$ cat config.mk
export PLATFORM = sky130hd
export DESIGN_NAME = dsp_spi_responder
export DESIGN_NICKNAME = d
export VERILOG_FILES = /design/src/rtl/dsp_spi_responder.sv
export SDC_FILE = /design/constraint.sdc
export NUM_CORES = 1
export LEC_CHECK = 0
export BUFFER_PORTS_ARGS = -buffer_cell sky130_fd_sc_hd__buf_2
export CORE_ASPECT_RATIO = 0.6
export CORE_MARGIN = 1
export CORE_UTILIZATION = 48
export CTS_CLUSTER_DIAMETER = 50
export DETAILED_ROUTE_END_ITERATION = 16
export PLACE_DENSITY = 0.71
export SYNTH_ARGS = -nofsm -noshare
export SYNTH_HDL_FRONTEND = slang
export SYNTH_SLANG_ARGS = --single-unit
$ cat constraint.sdc
create_clock -name sysclk_i -period 2.49 [get_ports sysclk_i]
set_input_delay 0.498 -clock sysclk_i [delete_from_list [all_inputs] [get_ports sysclk_i]]
set_output_delay 0.498 -clock sysclk_i [all_outputs]
set_load 0.02 [all_outputs]
$ cat src/rtl/dsp_spi_responder.sv
// SPI mode-0 responder, all pins oversampled on sysclk; 4 status bytes (0-3), 4 control bytes (4-7).
// Optional frame-stall timeout is built when DSP_SPI_TIMEOUT_EN is defined.
module dsp_spi_responder #(
    parameter logic [31:0] CTRL_RESET     = 32'h0000_0000,
    parameter logic [15:0] TIMEOUT_CYCLES = 16'd4096
) (
    input  logic        sysclk_i,
    input  logic        reset_i,
    input  logic        spi_clk_i,
    input  logic        spi_mosi_i,
    input  logic        spi_cs_inv_i,
    output logic        spi_miso_o,
    input  logic [31:0] status_in_i,
    output logic [31:0] ctrl_out_o,
    output logic        wr_stb_o,
    output logic [1:0]  wr_addr_o,
    output logic        timeout_o
);

    localparam logic [1:0] ST_IDLE = 2'd0;
    localparam logic [1:0] ST_CMD  = 2'd1;
    localparam logic [1:0] ST_DATA = 2'd2;
    localparam logic [1:0] ST_DONE = 2'd3;

    // sclk_q = {prev, sync, meta}; the edge is seen one flop past the synchroniser
    logic [2:0] sclk_q;
    logic [1:0] mosi_q;
    logic [1:0] cs_q;

    logic [1:0]  state_q, state_d;
    logic [3:0]  bit_cnt_q, bit_cnt_d;
    logic [6:0]  rx_sr_q, rx_sr_d;
    logic [7:0]  tx_sr_q, tx_sr_d;
    logic        rw_q, rw_d;
    logic [2:0]  addr_q, addr_d;
    logic        miso_q, miso_d;
    logic [31:0] ctrl_q, ctrl_d;
    logic        wr_stb_q, wr_stb_d;
    logic [1:0]  wr_addr_q, wr_addr_d;

    logic       sclk_rise, sclk_fall, cs_hi, mosi_s;
    logic [7:0] rx_byte;
    logic [2:0] cmd_addr;
    logic [7:0] rd_byte;

    assign sclk_rise = sclk_q[1] & ~sclk_q[2];
    assign sclk_fall = ~sclk_q[1] & sclk_q[2];
    assign cs_hi     = cs_q[1];
    assign mosi_s    = mosi_q[1];
    assign rx_byte   = {rx_sr_q, mosi_s};
    assign cmd_addr  = rx_byte[2:0];
    assign rd_byte   = cmd_addr[2] ? ctrl_q[{cmd_addr[1:0], 3'b000} +: 8]
                                   : status_in_i[{cmd_addr[1:0], 3'b000} +: 8];

`ifdef DSP_SPI_TIMEOUT_EN
    logic [15:0] tmo_q, tmo_d;
    logic        timeout_q, timeout_d;
`else
    logic unused_timeout_cycles;
    assign unused_timeout_cycles = ^TIMEOUT_CYCLES;
`endif

    always_comb begin
        state_d   = state_q;
        bit_cnt_d = bit_cnt_q;
        rx_sr_d   = rx_sr_q;
        tx_sr_d   = tx_sr_q;
        rw_d      = rw_q;
        addr_d    = addr_q;
        miso_d    = miso_q;
        ctrl_d    = ctrl_q;
        wr_stb_d  = 1'b0;
        wr_addr_d = wr_addr_q;

        if (cs_hi) begin
            // CS has priority over any coincident SCLK edge, so a racing 16th rise never writes
            state_d   = ST_IDLE;
            bit_cnt_d = 4'd0;
            rx_sr_d   = 7'd0;
            miso_d    = 1'b0;
        end else begin
            case (state_q)
                ST_IDLE: begin
                    state_d   = ST_CMD;
                    bit_cnt_d = 4'd0;
                    rx_sr_d   = 7'd0;
                    miso_d    = 1'b0;
                end
                ST_CMD: begin
                    if (sclk_rise) begin
                        rx_sr_d   = rx_byte[6:0];
                        bit_cnt_d = bit_cnt_q + 4'd1;
                        if (bit_cnt_q == 4'd7) begin
                            rw_d    = rx_byte[7];
                            addr_d  = cmd_addr;
                            tx_sr_d = rx_byte[7] ? rd_byte : 8'd0;
                            state_d = ST_DATA;
                        end
                    end
                end
                ST_DATA: begin
                    if (sclk_rise) begin
                        rx_sr_d   = rx_byte[6:0];
                        bit_cnt_d = bit_cnt_q + 4'd1;
                        if (bit_cnt_q == 4'd15) begin
                            bit_cnt_d = bit_cnt_q;
                            state_d   = ST_DONE;
                            if (!rw_q && addr_q[2]) begin
                                ctrl_d[{addr_q[1:0], 3'b000} +: 8] = rx_byte;
                                wr_stb_d  = 1'b1;
                                wr_addr_d = addr_q[1:0];
                            end
                        end
                    end else if (sclk_fall) begin
                        miso_d  = tx_sr_q[7];
                        tx_sr_d = {tx_sr_q[6:0], 1'b0};
                    end
                end
                default: begin
                    miso_d = 1'b0;
                end
            endcase
        end

`ifdef DSP_SPI_TIMEOUT_EN
        timeout_d = 1'b0;
        tmo_d     = 16'd0;
        if (!cs_hi && (state_q == ST_CMD || state_q == ST_DATA) && !sclk_rise && !sclk_fall) begin
            if (tmo_q == TIMEOUT_CYCLES - 16'd1) begin
                timeout_d = 1'b1;
                state_d   = ST_DONE;
                miso_d    = 1'b0;
            end else begin
                tmo_d = tmo_q + 16'd1;
            end
        end
`endif
    end

    always_ff @(posedge sysclk_i or posedge reset_i) begin
        if (reset_i) begin
            sclk_q    <= 3'b000;
            mosi_q    <= 2'b00;
            cs_q      <= 2'b11;
            state_q   <= ST_IDLE;
            bit_cnt_q <= 4'd0;
            rx_sr_q   <= 7'd0;
            tx_sr_q   <= 8'd0;
            rw_q      <= 1'b0;
            addr_q    <= 3'd0;
            miso_q    <= 1'b0;
            ctrl_q    <= CTRL_RESET;
            wr_stb_q  <= 1'b0;
            wr_addr_q <= 2'd0;
        end else begin
            sclk_q    <= {sclk_q[1:0], spi_clk_i};
            mosi_q    <= {mosi_q[0], spi_mosi_i};
            cs_q      <= {cs_q[0], spi_cs_inv_i};
            state_q   <= state_d;
            bit_cnt_q <= bit_cnt_d;
            rx_sr_q   <= rx_sr_d;
            tx_sr_q   <= tx_sr_d;
            rw_q      <= rw_d;
            addr_q    <= addr_d;
            miso_q    <= miso_d;
            ctrl_q    <= ctrl_d;
            wr_stb_q  <= wr_stb_d;
            wr_addr_q <= wr_addr_d;
        end
    end

`ifdef DSP_SPI_TIMEOUT_EN
    always_ff @(posedge sysclk_i or posedge reset_i) begin
        if (reset_i) begin
            tmo_q     <= 16'd0;
            timeout_q <= 1'b0;
        end else begin
            tmo_q     <= tmo_d;
            timeout_q <= timeout_d;
        end
    end
    assign timeout_o = timeout_q;
`else
    assign timeout_o = 1'b0;
`endif

    assign spi_miso_o = miso_q;
    assign ctrl_out_o = ctrl_q;
    assign wr_stb_o   = wr_stb_q;
    assign wr_addr_o  = wr_addr_q;

endmodule

# --- Word level (Yosys, flattened, before mapping) ---
# Index checks and enable logic that the tools add are counted.
totals:
  register_bits: 68
  inputBits: 37
  out_inout_bits: 37
  wordCells: 86
op_classes:
  n_addsub: 2
  n_eq_ne: 17
  shift: 4
  mux: 31
  n_bitwise: 5
  n_reduce_logical: 14
ops:
  columns: ["cell", "count"]
  rows:
  - ["32-bit by 6-bit variable part select with 8-bit output", 2]
  - ["8-bit two-way mux", 6]
  - ["32-bit bitwise mux", 1]
  - ["8-bit by 7-bit variable shift with 32-bit output, first input constant", 1]
  - ["8-bit by 7-bit variable part select with 32-bit output", 1]
  - ["3-bit inequality test, second input constant", 7]
  - ["4-bit two-way mux", 4]
  - ["8-bit one-hot mux with 2 select lines", 1]
  - ["7-bit two-way mux", 2]
  - ["7-bit one-hot mux with 2 select lines", 1]
  - ["4-bit one-hot mux with 3 select lines", 1]
  - ["2-bit two-way mux", 5]
  - ["2-bit inequality test, second input constant", 5]
  - ["5-bit AND reduction", 2]
  - ["1-bit two-way mux", 8]
  - ["4-bit AND reduction", 2]
  - ["5-bit negator with 7-bit output", 1]
  - ["2-bit one-hot mux with 3 select lines", 1]
  - ["6-bit AND reduction", 1]
  - ["4-bit by 1-bit adder with 4-bit output, second input constant", 1]
  - ["4-bit by 3-bit == test with 1-bit output, second input constant", 1]
  - ["4-bit == test, second input constant", 1]
  - ["4-bit nonzero test", 1]
  - ["3-bit by 1-bit inequality test with 1-bit output, second input constant", 1]
  - ["13 further kinds", 16]

# --- Depth between registers and ports, before layout ---
depth:
  ltp_word: 7
  mapped_depth: 10
  depth_no_buf: 7

# --- Worst setup path before layout ---
# OpenSTA, ideal clock, no wires.
synth_path:
  path_type: "reg2reg"
  from: "register state_q[0]"
  to: "register tx_sr_q[2]"
  setup_ns: 0.077
  arrival_ns: 1.687
  required_time_ns: 2.413
  path_slack_ns: 0.725
  stages_incl_launch_ff: 11
  n_path_buf: 3
  period_less_slack_ns: 1.765
  cell_sequence: "dfrtp_1 -> inv_1 -> ha_1 -> buf_2 -> nor2b_1 -> buf_4 -> o21ai_1 -> a21oi_2 -> buf_4 -> nor2_1 -> a21oi_1"
synth_between:
  elab_chain_len: 3
  word_cells_on_any_way: 9
  cone_classes: "6 x eq/ne; 1 x mux; 2 x reduce/logical"
synth_lines:
  columns: ["item", "line", "text"]
  rows:
  - ["start, declared", "30", "logic [1:0] state_q, state_d;"]
  - ["start signal, assigned", "159", "state_q <= state_d;"]
  - ["2-bit by 1-bit == test with 1-bit output / 2-bit == test (equally long branches)", "82", "case (state_q)"]
  - ["2-bit inequality test (no line) / 2-bit nonzero test (equally long branches)", null, null]
  - ["6-bit AND reduction (no line)", null, null]
  - ["end signal, assigned", "162", "tx_sr_q <= tx_sr_d;"]
  - ["end, declared", "33", "logic [7:0] tx_sr_q, tx_sr_d;"]
# Several ways; a longest one is shown, not always the timed one.
# A chain may end at the register's enable or synchronous reset.

# --- Final worst setup path ---
layout_path:
  from: "register state_q[0]"
  to: "register ctrl_q[12], in the netlist ctrl_out_o[12]"
layout_between:
  elab_chain_len: 2
layout_lines:
  columns: ["item", "line", "text"]
  rows:
  - ["2-bit == test", "82", null]
  - ["5-bit AND reduction (no line)", null, null]
  - ["end signal, assigned", "166", "ctrl_q <= ctrl_d;"]
  - ["end, declared", "37", "logic [31:0] ctrl_q, ctrl_d;"]
# No other way between the ends.

==> flow_metrics.env <==
export IMPL_slowest_delay_ns=0.40
export IMPL_vias_per_cell=5.62
export IMPL_use_met2_pct=37.8
export IMPL_htreeDepth=3
export IMPL_grt_ovfl_total=0
export IMPL_postSynthAreaPerCell_um2=9.40
export IMPL_clockRootBuffer="clkbuf_16"
export IMPL_hpwl_mm=6.77
export IMPL_p_leak_nw=1.91
export IMPL_period_share_pct=87.3
export IMPL_synth_distinct_cells=44
export IMPL_grt_start_max_net_pins=69
export IMPL_synth_edf_count=0
export IMPL_p_per_area_nw_per_um2=830
export IMPL_die_h_um=68.7
export IMPL_rsz0062_at_grt="no"
export IMPL_drtIter0Drc=216
export IMPL_drive_gt1_share_pct=26.3
export IMPL_clk_latency_ns=0.34
export IMPL_routed_wirelength_mm=9.19
export IMPL_postLayoutCellArea_um2=4350
export IMPL_fin_skew_ns=0.00467
export IMPL_vdd_ir_drop_max_mv=0.560
export IMPL_path_clk_slew_ns=0.06
export IMPL_ios=74
export IMPL_slew_headroom_pct=58.2
export IMPL_antenna_found_initial=0
export IMPL_final_antenna_net_count=0
export IMPL_cp_slowest_cell="dfrtp_1"
export IMPL_cts_made_buffers=9
export IMPL_syn_nets=424
export IMPL_portBuffers=72
export IMPL_fmax_ghz=0.460
export IMPL_ys_async_sr_fraction_pct=100
export IMPL_cp_top_family="simple AND/OR/NAND/NOR gates"
export IMPL_n_fill_cell=594
export IMPL_status="finished, final reports clean"
export IMPL_cts_resized=0
export IMPL_setup_viol=0
export IMPL_worst_slew_pin_slew_ns=0.611
export IMPL_dieWidth_um=113
export IMPL_nets=493
export IMPL_drv_slew=0
export IMPL_finalHoldViolations=0
export IMPL_antennaDiodeCount=0
export IMPL_busiest_layer="met1"
export IMPL_crit_arrival_ns=2.38
export IMPL_fp_row_count=23
export IMPL_core_area_um2=6910
export IMPL_grt_usage_pct=26.0
export IMPL_die_area_um2=7770
export IMPL_grt_pass1_vias=2790
export IMPL_critical_path_class="register to register"
export IMPL_synth_ff_latch_count=68
export IMPL_synth_seq_area_share_pct=47.9
export IMPL_syn_area_um2=3550
export IMPL_initial_utilization_pct=51.5
export IMPL_end_kind="register"
export IMPL_crit_buf_inv=2
export IMPL_cp_cell_sequence="inv_1 -> ha_1 -> inv_1 -> nor2_1 -> nand3_2 -> nand2_1 -> o21ai_1"
export IMPL_yosysWarnings=0
export IMPL_grt_use_met1_pct=38.0
export IMPL_grt_pass1_wl_mm=14.7
export IMPL_clock_path_buffers=2
export IMPL_gr_usage_met3_pct=6.56
export IMPL_drtPass1Iterations=5
export IMPL_crit_required_ns=2.70
export IMPL_postCtsSetupBuffers=0
export IMPL_crit_fanout=16
export IMPL_cts_tree="built"
export IMPL_vias=3028
export IMPL_syn_inst=378
export IMPL_hold_path_class="input pin to async pin"
export IMPL_wl_per_cell_um=17.0
export IMPL_crit_top_cell="inv_1"
export IMPL_hold_buffers=0
export IMPL_synth_ff_type="dfrtp_1"
export IMPL_min_period_ns=2.17
export IMPL_placed_cell_area_um2=3980
export IMPL_fin_setup_tns_ns=0
export IMPL_cts_sinks=68
export IMPL_syn2layout_area_growth_pct=22.5
export IMPL_start_kind="register"
export IMPL_cap_violations=0
export IMPL_place_congestion=0.868
export IMPL_drc=0
## per-stage QoR
step	hold WS [ns]	worst slack, ns	total power [mW]	cells	utilization (%)
after global placement	0.341	0.424	2.02	523	57.6
after detailed placement	0.340	0.339	2.05	523	57.6
final	0.216	0.317	3.61	539	63.0
after global routing	0.248	0.0687	3.79	539	63.0
after CTS	0.241	0.319	3.64	539	63.0
after floorplan	0.331	0.284	1.87	378	-
## Yosys cell counts (3+ instances only)
master	instances	area share (%)
a2111oi_0	7	1.7
a211oi_1	7	1.5
a21oi_1	20	2.8
a22o_1	7	1.7
and2_1	8	1.4
buf_2	9	1.3
buf_4	6	1.3
clkbuf_1	7	0.74
dfrtp_1	66	46
ha_1	9	3.2
inv_1	15	1.6
mux2_2	5	1.6
mux2i_1	14	3.9
nand2_1	71	7.5
nand2b_1	3	0.53
nand3_1	8	1.1
nand3_2	5	1.4
nor2_1	17	1.8
nor2b_1	12	2.1
nor3b_1	4	0.84
nor4_1	7	1.2
o21ai_0	17	2.4
o21ai_1	27	3.8
## where the power goes
part / switching [mW] / internal [mW] / total [mW] / leakage [nW]
registers: 0.0815 / 1.21 / 1.29 / 0.913
logic: 0.462 / 0.288 / 0.750 / 0.826
clock network: 0.471 / 1.11 / 1.58 / 0.175
total: 1.01 / 2.60 / 3.61 / 1.91
## final cells by class
type	count	area, µm²	share of cell area (%)
tap	87	109	2.50
clock buffer	10	239	5.49
timing repair buffer	82	448	10.3
multi-input combinational	271	1660	38.2
sequential	68	1700	39.1
inverter	15	56.3	1.29
clock inverter	6	135	3.10
## worst min-delay path, delay by kind of cell
kind | cells | cell delay (ns)
buffers and inverters | 3 | 0.46
## cells in the final DEF, fill, tap and decap left out, types with 9 or more instances in the layout
cell type and count:
a21oi_1 20, buf_2 72, buf_4 9, clkbuf_16 9, dfrtp_1 66, ha_1 9
inv_1 14, mux2i_1 14, nand2_1 71, nor2_1 17, nor2b_1 12, o21ai_0 17
o21ai_1 27
## worst paths after layout
path / startpoint / endpoint / slack, ns / depth (start not counted)
min in group sysclk_i: spi_cs_inv_i / cs_q[0] / 0.26 / 1
max in group asynchronous: reset_i / ctrl_out_o[7] / 1.96 / 3
min: reset_i / sclk_q[0] / 0.22 / 3
max reg2reg: state_q[0] / ctrl_out_o[12] / 0.32 / 7
min reg2reg: sclk_q[0] / sclk_q[1] / 0.36 / 0
max: state_q[0] / ctrl_out_o[12] / 0.32 / 7
## state kept, by name, indices dropped and copies added, names as in the netlist
name / cells
bit_cnt_q: 4
spi_miso_o: 1
addr_q: 3
mosi_q: 2
wr_addr_o: 2
sclk_q: 3
cs_q: 2
state_q: 2
rx_sr_q: 7
wr_stb_o: 1
tx_sr_q: 8
rw_q: 1
ctrl_out_o: 32
## per-layer routing
metal | up-vias | share of wire, % | wire, µm
met3 | 13 | 6.8 | 622
met1 | 1456 | 49 | 4520
li1 | 1461 | - | -
met5 | - | 0 | 0
met2 | 98 | 43 | 3920
met4 | 0 | 1.4 | 125
## logic make-up (layout without fill, tap and decap cells)
kind of cell | Yosys count | in the layout | synth area share, %
buf+inv | 39 | 113 | 5.28
other cells | 1 | 1 | 0.105
compound gates | 95 | 95 | 16.1
mux | 21 | 21 | 6.79
fa+ha+maj | 9 | 9 | 3.17
simple gates | 145 | 145 | 20.6
flops | 68 | 68 | 47.9
No activity file was read; power rests on OpenSTA's default activity.
